[src/rtl/module_operand_capture.sv]
// Keypad-to-operand front end: accumulates decimal digits into binary operands and
// commits them on the shared num bus with one-cycle load_a / load_b strobes.
// Optional build macro OPERAND_SAT_EN: an overflowing digit saturates the operand
// instead of being rejected.
module module_operand_capture #(
  parameter int unsigned WIDTH      = 8,
  parameter int unsigned MAX_DIGITS = 3
) (
  input  logic             clk,
  input  logic             rst,
  input  logic             key_valid,
  input  logic [3:0]       key_code,
  output logic [WIDTH-1:0] num,
  output logic             load_a,
  output logic             load_b,
  output logic             done,
  output logic             err,
  output logic [1:0]       digits
);

  localparam int unsigned SumW = WIDTH + 4;

  localparam logic [3:0] KeyA     = 4'hA;
  localparam logic [3:0] KeyB     = 4'hB;
  localparam logic [3:0] KeyClear = 4'hC;

  localparam logic [SumW-1:0] AccMax = {4'b0000, {WIDTH{1'b1}}};
  localparam logic [1:0]      MaxDig = 2'(MAX_DIGITS);

  typedef enum logic [1:0] {StA, StB, StDone} state_e;

  state_e           state_q, state_d;
  logic [WIDTH-1:0] acc_q, acc_d;
  logic [WIDTH-1:0] num_q, num_d;
  logic [1:0]       digits_q, digits_d;
  logic             load_a_q, load_a_d;
  logic             load_b_q, load_b_d;
  logic             done_q, done_d;
  logic             err_q, err_d;

  logic            is_digit;
  logic            digit_full;
  logic            overflow;
  logic [SumW-1:0] sum;

  // Digit append is computed wide enough that acc*10+9 never wraps.
  assign is_digit   = (key_code <= 4'd9);
  assign digit_full = (digits_q >= MaxDig);
  assign sum        = {4'b0000, acc_q} * SumW'(10) + SumW'(key_code);
  assign overflow   = (sum > AccMax);

  // State and datapath registers with synchronous reset.
  always_ff @(posedge clk) begin
    if (rst) begin
      state_q  <= StA;
      acc_q    <= '0;
      num_q    <= '0;
      digits_q <= '0;
      load_a_q <= 1'b0;
      load_b_q <= 1'b0;
      done_q   <= 1'b0;
      err_q    <= 1'b0;
    end else begin
      state_q  <= state_d;
      acc_q    <= acc_d;
      num_q    <= num_d;
      digits_q <= digits_d;
      load_a_q <= load_a_d;
      load_b_q <= load_b_d;
      done_q   <= done_d;
      err_q    <= err_d;
    end
  end

  // Next-state: commits advance the operand phase, clear always returns to A.
  always_comb begin
    state_d = state_q;
    if (key_valid) begin
      if (key_code == KeyClear) begin
        state_d = StA;
      end else if (key_code == KeyA && state_q == StA) begin
        state_d = StB;
      end else if (key_code == KeyB && state_q == StB) begin
        state_d = StDone;
      end
    end
  end

  // Datapath next values and one-cycle strobes for the accepted or rejected key.
  always_comb begin
    acc_d    = acc_q;
    digits_d = digits_q;
    num_d    = num_q;
    load_a_d = 1'b0;
    load_b_d = 1'b0;
    done_d   = done_q;
    err_d    = 1'b0;
    if (key_valid) begin
      if (is_digit) begin
        if (state_q == StDone || digit_full) begin
          err_d = 1'b1;
        end else if (overflow) begin
          err_d = 1'b1;
`ifdef OPERAND_SAT_EN
          acc_d    = '1;
          digits_d = digits_q + 2'd1;
`endif
        end else begin
          acc_d    = sum[WIDTH-1:0];
          digits_d = digits_q + 2'd1;
        end
      end else if (key_code == KeyA) begin
        if (state_q == StA) begin
          num_d    = acc_q;
          load_a_d = 1'b1;
          acc_d    = '0;
          digits_d = '0;
        end else begin
          err_d = 1'b1;
        end
      end else if (key_code == KeyB) begin
        if (state_q == StB) begin
          num_d    = acc_q;
          load_b_d = 1'b1;
          acc_d    = '0;
          digits_d = '0;
          done_d   = 1'b1;
        end else begin
          err_d = 1'b1;
        end
      end else if (key_code == KeyClear) begin
        acc_d    = '0;
        digits_d = '0;
        done_d   = 1'b0;
      end
      // 0xD-0xF fall through untouched and raise no error.
    end
  end

  // Outputs come straight from registers so they are glitch-free downstream.
  always_comb begin
    num    = num_q;
    load_a = load_a_q;
    load_b = load_b_q;
    done   = done_q;
    err    = err_q;
    digits = digits_q;
  end

endmodule

[config.mk]
export PLATFORM = sky130hd
export DESIGN_NAME = module_operand_capture
export DESIGN_NICKNAME = d
export VERILOG_FILES = /design/src/rtl/module_operand_capture.sv
export SDC_FILE = /design/constraint.sdc
export NUM_CORES = 1
export LEC_CHECK = 0
export ABC_AREA = 1
export BUFFER_PORTS_ARGS = -buffer_cell sky130_fd_sc_hd__buf_2
export CORE_MARGIN = 3
export CORE_UTILIZATION = 51
export DETAILED_ROUTE_END_ITERATION = 8
export PLACE_DENSITY = 0.77
export SKIP_LAST_GASP = 1
export SLEW_MARGIN = 5
export SYNTH_ARGS = -nofsm -noshare
export SYNTH_HDL_FRONTEND = slang
export SYNTH_SLANG_ARGS = --single-unit
[constraint.sdc]
create_clock -name clk -period 2.6 [get_ports clk]
set_clock_uncertainty 0.1 [all_clocks]
set_input_delay 0.65 -clock clk [delete_from_list [all_inputs] [get_ports clk]]
set_output_delay 0.65 -clock clk [all_outputs]
set_load 0.02 [all_outputs]
==> impl_metrics.csv, run 1 <==
group,metric,value,unit
synthesis,synth_top_family_by_area,"simple AND/OR/NAND/NOR gates",
global_routing,antenna_found_initial,0,
cells_and_area,area_growth,22.7,%
hold_path,min_delay_path_depth,2,
timing,min_period_over_period,1.01,
power_and_ir_drop,p_clk_frac,0.205,
synthesis,synthCells,222,
place,dp_slack,-0.0231,ns
worst_setup_path,rr_endpoint,"acc_q[3]$_SDFFE_PP0P_",
power_and_ir_drop,ir_drop,0.000389,V
clock_network,cts_max_level,1,
place,io_buffers,20,
status,violations,"setup timing",
global_routing,grt_pass1_vias,1252,
hold_path,min_to,"num[5]$_SDFFE_PP0P_",
power_and_ir_drop,intPower,834,uW
routing,wire_per_inst,12.1,um
worst_setup_path,cp-start-kind,"register",
timing,setup_ws,-0.0134,ns
timing,slew_violations,0,
synthesis,yosysSeqAreaShare,0.304,
worst_setup_path,crit_arrival,2.77,ns
die,fp.dieW,61.6,um
power_and_ir_drop,p_switching,502,uW
routing,drc,0,
routing,dr.pass1.iters,4,
cells_and_area,layout-drive-gt1-share,0.287,
synthesis,synth-warning-count,0,
synthesis,synthAdderAreaFrac,0.152,
global_routing,grt.total_usage,0.176,
timing,hold_viol_final,0,
clock_network,path_clk_slew,0.15,ns
synthesis,synthTopCellsByCount,"nand2_1 (45), nor2_1 (39), dfxtp_1 (24)",
worst_setup_path,reg2reg_slack,-0.01,ns
synthesis,yosysMostFrequentCell,"nand2_1",
die,rows,19,
synthesis,avgSynthCellArea,7.11,sq um
timing,rsz0062_at_grt,"yes",
place,place_congestion,0.896,
routing,drtIter0Drc,40,
worst_setup_path,path_max_fanout,5,
global_routing,grt_max_degree,21,
die,io_pins,21,
synthesis,yosysTopAreaCell,"dfxtp_1",
power_and_ir_drop,cellLeakagePower,0.950,nW
timing,max_slew_margin,0.616,
worst_setup_path,reg2regPathDepth,16,
synthesis,synth_nets,247,
die,die_y,61.6,um
synthesis,synth_area_leaders,"dfxtp_1 (30%), ha_1 (13%), nand2_1 (11%), nor2_1 (9.3%), nand3_1 (6.3%)",
place,hpwl,2.47,mm
synthesis,muxShareOfSynthArea,0,
die,coreArea,0.00285,sq mm
clock_network,clock_path_buffers,2,
power_and_ir_drop,power_frac_comb,0.457,
synthesis,async_flop_share,0,
die,die_area,0.00380,sq mm
hold_path,min_path_type,"reg2reg",
worst_setup_path,cp-end-kind,"register",
synthesis,yosys.cell_types.count,30,
clock_network,clock_sinks,24,
timing,tightest_slew,0.576,ns
synthesis,synth_top_area_frac,0.304,
synthesis,synthFlopType,"dfxtp_1",
global_routing,grt_first_pass_wirelength,5.19,mm
die,initial_core_util,0.554,
synthesis,synth_xor_xnor_area_share,0.00555,
routing,wl,3.41,mm
timing,finalSetupViolCount,1,
synthesis,synth_area,0.00158,sq mm
cells_and_area,num_antenna_cells,0,
worst_setup_path,crit_required,2.76,ns
power_and_ir_drop,pwr-share-seq,0.338,
status,outcome,"complete, but fails checks",
power_and_ir_drop,p_total,1.34,mW
worst_setup_path,critPathKind,"reg2reg",
clock_network,cts_tree,"built",
clock_network,clk_latency,0.32,ns
routing,num_vias,1465,
power_and_ir_drop,netSwitchingFraction,0.376,
hold_path,hp-start,"num[5]$_SDFFE_PP0P_",
cells_and_area,final_nets,277,
timing,fin_crit,2.61,ns
timing,max_freq,383,MHz
synthesis,yosys.area_share.simple,0.330,
clock_network,cts_hold_buf,0,
clock_network,cts_buffers,3,
synthesis,synth_seq_cells,24,
power_and_ir_drop,power.density,690,mW/mm^2
clock_network,root_buffer,"clkbuf_4",
worst_setup_path,r2r_start,"acc_q[3]$_SDFFE_PP0P_",
run,cap_violations,0,
routing,ant_nets,0,
global_routing,grt-ovfl-total,0,
synthesis,synth_compound_area_frac,0.128,
synthesis,synth_edf_count,0,
routing,via_per_inst,5.20,
==> flip-flops by register name, indices dropped and copies added (netlist names) <==
| signal | count |
|---|---|
| acc_q | 8 |
| num | 8 |
| digits | 2 |
| state_q | 2 |
| done | 1 |
| err | 1 |
| load_a | 1 |
| load_b | 1 |
==> layout by cell type (no fill, tap or decap), types with 3 or more instances in the layout <==
master,instances
a21oi_1,9
ha_4,5
nand3_1,19
dfxtp_2,3
buf_4,8
buf_2,20
nand2_2,4
inv_1,19
ha_1,11
or2_2,3
nor2_2,4
a21oi_2,7
clkbuf_4,3
nor2_1,35
nand3b_1,4
o21ai_0,11
dfxtp_1,20
nand2_1,40
==> cell families (layout without fill, tap and decap cells) <==
logic type                 after synthesis  count (layout)
adders and majority gates               18              18
DFF                                     24              24
and+or+nand+nor                        118             118
buffers and inverters                   29              58
AOI/OAI and AO/OA                       32              32
xor gates and xnor gates                 1               1
==> what timing repair did <==
item,in CTS,in global routing
gates resized for setup,1,32
gates cloned,0,2
buffers inserted,0,1
pin swaps,1,11
endpoints found under the setup margin,10,11
==> worst max-delay path by stage <==
stage                                      from                    end  slack (ns)  cells after the start
final                     acc_q[3]$_SDFFE_PP0P_  acc_q[3]$_SDFFE_PP0P_       -0.01                     16
after global routing      acc_q[3]$_SDFFE_PP0P_  acc_q[3]$_SDFFE_PP0P_       -0.20                     15
after CTS                 acc_q[1]$_SDFFE_PP0P_  acc_q[1]$_SDFFE_PP0P_        0.01                     17
after detailed placement  acc_q[1]$_SDFFE_PP0P_  acc_q[1]$_SDFFE_PP0P_       -0.02                     17
after global placement              key_code[1]  acc_q[1]$_SDFFE_PP0P_        0.05                     15
after floorplan           acc_q[1]$_SDFFE_PP0P_  acc_q[1]$_SDFFE_PP0P_        0.11                     17
==> power by group through the flow <==
stage	Clock, mW	Sequential [mW]	Combinational (mW)
2_1_floorplan	0	0.454	0.366
3_3_place_gp	0	0.445	0.489
3_5_place_dp	0	0.446	0.496
4_1_cts	0.272	0.437	0.500
5_1_grt	0.287	0.456	0.690
6_report	0.274	0.451	0.611
==> layout make-up <==
type / instances / area (sq um)
fill: 233 / 915
clock inverter: 1 / 30.0
inverter: 24 / 92.6
multi-input combinational: 169 / 1080
sequential: 24 / 488
tap: 31 / 38.8
clock buffer: 3 / 22.5
timing repair buffer: 30 / 183
==> layer usage <==
layer  vias up  routed length (um)  global-route usage
met5         -                   0                   0
met4         0                  19             0.00909
met3         2                 177              0.0377
met2        51                1580               0.284
met1       630                1640               0.254
li1        782                   -                   -
==> stage by stage <==
| stage | hold slack, ns | TNS (ns) | cells | util | instance area, sq um |
|---|---|---|---|---|---|
| floorplan | 0.360 | 0 | 222 | - | 1580 |
| global placement | 0.357 | 0 | 275 | 0.609 | 1740 |
| detailed placement | 0.366 | -0.0231 | 275 | 0.609 | 1740 |
| CTS | 0.395 | 0 | 279 | 0.628 | 1790 |
| global route | 0.408 | -1.56 | 282 | 0.679 | 1940 |
| finish | 0.389 | -0.0134 | 282 | 0.679 | 1940 |
==> critical path, stage by stage (launching register included) <==
cell and delay, ns:
dfxtp_2 0.37, ha_4 0.26, ha_4 0.12, inv_2 0.03
fa_1 0.47, nor2_2 0.15, nand2_2 0.09, nor2_4 0.13
nand2_2 0.06, nor2_2 0.09, nor2_1 0.05, nand3_1 0.09
nand2_2 0.10, buf_4 0.17, nand3_1 0.06, nand2_1 0.05
nor2_1 0.15
Note: power is estimated with default switching activity, not from simulation.
==> run 2: changes to the inputs <==
clock period = 2.4 ns   (was 2.6 ns; I/O delays follow)
==> impl_metrics.csv, run 2 (same netlist as run 1, synthesis figures left out) <==
group,metric,value,unit
routing,wire_per_inst,12.9,um
routing,wl,3.80,mm
cells_and_area,num_antenna_cells,0,
status,outcome,"complete, but fails checks",
cells_and_area,layout_commonest_cell,"nand2_1",
timing,max_freq,386,MHz
worst_setup_path,path_max_fanout,10,
die,fp.dieW,61.6,um
timing,finalSetupViolCount,11,
timing,setup_ws,-0.191,ns
worst_setup_path,cp_cell_sequence,"ha_4 -> ha_4 -> inv_2 -> fa_1 -> nor2_2 -> nand2_2 -> nor2_4 -> nand2_2 -> nor2_1 -> nor2_1 -> nand3_1 -> nand2_4 -> clkbuf_16 -> a21oi_1 -> nor2_1",
clock_network,clk_latency,0.33,ns
worst_setup_path,crit_arrival,2.73,ns
worst_setup_path,crit_buf_inv,2,
worst_setup_path,cp_slowest_cell,"fa_1",
clock_network,cts_hold_buf,0,
global_routing,antenna_found_initial,0,
clock_network,path_clk_slew,0.14,ns
place,io_buffers,20,
power_and_ir_drop,power.density,749,mW/mm^2
timing,fin_crit,2.59,ns
run,cap_violations,0,
timing,max_slew_margin,0.620,
die,die_y,61.6,um
place,place_congestion,0.825,
clock_network,cts_buffers,3,
global_routing,grt.total_usage,0.198,
timing,fin_tns_setup,-1.67,ns
worst_setup_path,critPathKind,"reg2reg",
hold_path,hp-start,"rst",
worst_setup_path,slowest_delay,0.47,ns
cells_and_area,final_util,0.741,
global_routing,grt_max_degree,21,
power_and_ir_drop,netSwitchingFraction,0.381,
worst_setup_path,r2r_start,"acc_q[3]$_SDFFE_PP0P_",
power_and_ir_drop,intPower,980,uW
timing,slew_violations,0,
worst_setup_path,crit_required,2.54,ns
timing,hold_viol_final,0,
clock_network,cts_tree,"built",
power_and_ir_drop,power_frac_comb,0.534,
clock_network,clock_path_buffers,2,
global_routing,grt_pass1_vias,1301,
worst_setup_path,cp-start-kind,"register",
status,violations,"setup timing",
die,coreArea,0.00285,sq mm
timing,whs,0.358,ns
timing,rsz0062_at_grt,"yes",
global_routing,grt-ovfl-total,0,
worst_setup_path,cp-end-kind,"register",
worst_setup_path,crit_path_frequent_cell,"nor2_1",
clock_network,cts_max_level,1,
clock_network,clock_sinks,24,
power_and_ir_drop,p_switching,603,uW
routing,dr.pass1.iters,4,
routing,ant_nets,0,
power_and_ir_drop,ir_drop,0.000443,V
cells_and_area,final_cell_mix,"nand2_1 (41), nor2_1 (37), dfxtp_1 (21), buf_2 (20), inv_1 (19)",
timing,min_period_over_period,1.08,
worst_setup_path,critPathLaunch,"acc_q[3]$_SDFFE_PP0P_",
power_and_ir_drop,p_total,1.58,mW
routing,via_per_inst,5.32,
cells_and_area,final_nets,289,
die,initial_core_util,0.554,
hold_path,min_path_type,"in2reg",
clock_network,root_buffer,"clkbuf_4",
routing,drtIter0Drc,86,
worst_setup_path,cp_top_family,"adder cells",
global_routing,grt_first_pass_wirelength,5.49,mm
power_and_ir_drop,cellLeakagePower,1.04,nW
die,rows,19,
power_and_ir_drop,p_clk_frac,0.161,
power_and_ir_drop,pwr-share-seq,0.305,
place,hpwl,2.65,mm
die,die_area,0.00380,sq mm
timing,tightest_slew,0.570,ns
routing,num_vias,1564,
routing,drc,0,
cells_and_area,area_growth,33.8,%
cells_and_area,layout-drive-gt1-share,0.335,
die,io_pins,21,
==> run 2: cell types whose count changed in the layout (fill, tap and decap cells not counted), sizes merged <==
cell	previous run	this run
buf	30	40
bufinv	1	0
clkbuf	3	6
==> run 2: stage by stage <==
stage / cell area (sq um) / cells / worst slack [ns]
4_1_cts: 1940 / 291 / -0.130
2_1_floorplan: 1620 / 222 / 0.0136
5_1_grt: 2110 / 294 / -0.308
3_5_place_dp: 1890 / 287 / -0.181
3_3_place_gp: 1890 / 287 / -0.0602
6_report: 2110 / 294 / -0.191
==> run 2: area by class of cell <==
type                    instances  area [sq um]
well taps                      31          38.8
multi-input cells             169          1120
inverters                      24          92.6
repair buffers                 42           325
flip-flops and latches         24           489
clock buffers                   4          47.5
fillers                       209           739
==> run 2: what timing repair did <==
| action | in CTS | in global routing |
|---|---|---|
| setup endpoints to repair | 11 | 11 |
| gates resized for setup | 1 | 22 |
| gates cloned | 0 | 2 |
| setup buffers | 0 | 1 |
| pin swaps | 5 | 4 |
==> run 2: layer usage <==
metal  wire (um)  vias to the layer above  GRT usage
met4          90                        0     0.0697
met1        1610                      693      0.254
li1            -                      805          -
met2        1870                       55      0.320
met5           0                        -          0
met3         240                       11     0.0524
==> run 2: final timing paths <==
kind	end	slack (ns)	cells after the start
worst min register to register	num[7]$_SDFFE_PP0P_	0.39	2
worst min-delay path	state_q[1]$_SDFFE_PP0P_	0.36	2
worst max-delay path	acc_q[5]$_SDFFE_PP0P_	-0.19	15
worst max register to register	acc_q[5]$_SDFFE_PP0P_	-0.19	15
==> run 2: power groups by stage <==
stage | sequential, mW | clock [mW] | combinational (mW)
floorplan | 0.496 | 0 | 0.430
global placement | 0.480 | 0 | 0.639
detailed placement | 0.483 | 0 | 0.649
CTS | 0.475 | 0.257 | 0.650
global route | 0.488 | 0.268 | 0.930
finish | 0.483 | 0.255 | 0.845
==> run 3: changes to the inputs <==
SKIP_CTS_REPAIR_TIMING = 1   (was unset)
==> impl_metrics.csv, run 3 (same netlist as run 1, synthesis figures left out) <==
group,metric,value,unit
place,placed_cells,287,
power_and_ir_drop,netSwitchingFraction,0.377,
die,coreArea,0.00285,sq mm
cells_and_area,layout.cells.non_filler,295,
timing,fin_crit,2.58,ns
hold_path,min_path_type,"in2reg",
timing,hold_viol_final,0,
cells_and_area,num_antenna_cells,0,
routing,drc,0,
routing,wire_per_inst,13.0,um
worst_setup_path,rr_endpoint,"acc_q[1]$_SDFFE_PP0P_",
die,rows,19,
hold_path,min_delay_path_depth,2,
timing,rsz0062_at_grt,"yes",
worst_setup_path,crit_required,2.57,ns
die,initial_core_util,0.554,
cells_and_area,final_nets,290,
die,die_area,0.00380,sq mm
timing,tightest_slew,0.609,ns
worst_setup_path,r2r_start,"acc_q[3]$_SDFFE_PP0P_",
power_and_ir_drop,cellLeakagePower,1.05,nW
clock_network,cts_max_level,1,
power_and_ir_drop,p_clk_frac,0.163,
power_and_ir_drop,power_frac_comb,0.535,
global_routing,grt_max_degree,21,
cells_and_area,final_util,0.735,
power_and_ir_drop,p_switching,595,uW
timing,setup_ws,-0.181,ns
clock_network,cts_tree,"built",
worst_setup_path,critPathKind,"reg2reg",
timing,max_slew_margin,0.594,
power_and_ir_drop,intPower,982,uW
hold_path,hp-start,"rst",
worst_setup_path,path_max_fanout,5,
run,cap_violations,0,
cells_and_area,layout-drive-gt1-share,0.326,
worst_setup_path,reg2regPathDepth,17,
routing,drtIter0Drc,85,
clock_network,path_clk_slew,0.13,ns
timing,slew_violations,0,
global_routing,grt_first_pass_wirelength,5.49,mm
cells_and_area,layout_commonest_cell,"nand2_1",
clock_network,clk_latency,0.33,ns
clock_network,clock_path_buffers,2,
status,outcome,"complete, but fails checks",
die,io_pins,21,
routing,wl,3.82,mm
routing,num_vias,1563,
global_routing,use_met1,0.254,
die,fp.dieW,61.6,um
status,violations,"setup timing",
global_routing,use_met2,0.320,
power_and_ir_drop,power.density,753,mW/mm^2
timing,whs,0.358,ns
timing,finalSetupViolCount,11,
power_and_ir_drop,ir_drop,0.000458,V
cells_and_area,area_growth,32.7,%
place,hpwl,2.65,mm
routing,ant_nets,0,
routing,dr.pass1.iters,4,
place,dp_slack,-0.181,ns
routing,via_per_inst,5.30,
power_and_ir_drop,p_total,1.58,mW
global_routing,antenna_found_initial,0,
cells_and_area,final_cell_mix,"nand2_1 (41), nor2_1 (37), dfxtp_1 (21), buf_2 (20), inv_1 (19)",
global_routing,grt-ovfl-total,0,
timing,max_freq,387,MHz
timing,min_period_over_period,1.08,
worst_setup_path,crit_arrival,2.75,ns
worst_setup_path,cp-end-kind,"register",
worst_setup_path,cp-start-kind,"register",
die,die_y,61.6,um
global_routing,grt_pass1_vias,1309,
global_routing,grt.total_usage,0.198,
clock_network,root_buffer,"clkbuf_4",
place,place_congestion,0.825,
hold_path,min_to,"state_q[1]$_SDFFE_PP0P_",
power_and_ir_drop,pwr-share-seq,0.302,
global_routing,grt.busiest_layer,"met2",
clock_network,clock_sinks,24,
place,io_buffers,20,
worst_setup_path,reg2reg_slack,-0.18,ns
clock_network,cts_buffers,3,
global_routing,grtUsageMet3,0.0524,
run 3: cell types whose count changed in the layout (fill, tap and decap cells not counted):
cell,change
ha_1,+2
a21oi_1,+1
a21oi_4,-1
buf_6,+1
dfxtp_2,+1
dfxtp_4,-1
ha_2,-1
ha_4,-1
run 3: metrics by stage:
step	cell area (sq um)	setup TNS, ns
global route	2100	-2.81
detailed placement	1890	-1.66
finish	2100	-1.52
global placement	1890	-0.448
floorplan	1620	0
CTS	1940	-1.80
run 3: final cells by class:
type,instances,area [sq um]
Clock buffer,4,47.5
Fill cell,211,757
Inverter,24,92.6
Multi-Input combinational cell,169,1090
Sequential cell,24,487
Tap cell,31,38.8
Timing Repair Buffer,43,337
run 3: worst max path at each step:
stage | from | end | cells past startpoint
floorplan | acc_q[1]$_SDFFE_PP0P_ | acc_q[1]$_SDFFE_PP0P_ | 17
global placement | key_code[1] | acc_q[1]$_SDFFE_PP0P_ | 15
detailed placement | acc_q[2]$_SDFFE_PP0P_ | acc_q[1]$_SDFFE_PP0P_ | 17
CTS | acc_q[2]$_SDFFE_PP0P_ | acc_q[1]$_SDFFE_PP0P_ | 17
global route | acc_q[1]$_SDFFE_PP0P_ | acc_q[3]$_SDFFE_PP0P_ | 15
finish | acc_q[3]$_SDFFE_PP0P_ | acc_q[1]$_SDFFE_PP0P_ | 17
run 3: layer usage:
| layer | part of all wire | vias to the layer above |
|---|---|---|
| met3 | 0.040 | 6 |
| met2 | 0.49 | 34 |
| met4 | 0.014 | 0 |
| met1 | 0.45 | 716 |
| li1 | - | 807 |
| met5 | 0 | - |
run 3: worst max-delay path, cell delays in order, from the launching register on:
cell and delay (ns):
dfxtp_2 0.36, buf_4 0.14, ha_1 0.34, ha_4 0.25, buf_4 0.14, nand3b_1 0.08, nand2_1 0.07, or2_1 0.24
nand2_1 0.08, inv_1 0.04, nand2_1 0.06, nand3_1 0.12, nand2_4 0.14, buf_12 0.12, nand2_2 0.05, nand2_1 0.05
nand2_1 0.04, nor2_1 0.11
run 3: power by group through the flow:
stage	Sequential, mW	Clock (mW)	Combinational (mW)
5_1_grt	0.482	0.271	0.926
6_report	0.476	0.257	0.844
3_3_place_gp	0.480	0	0.639
2_1_floorplan	0.496	0	0.430
3_5_place_dp	0.483	0	0.649
4_1_cts	0.474	0.257	0.650
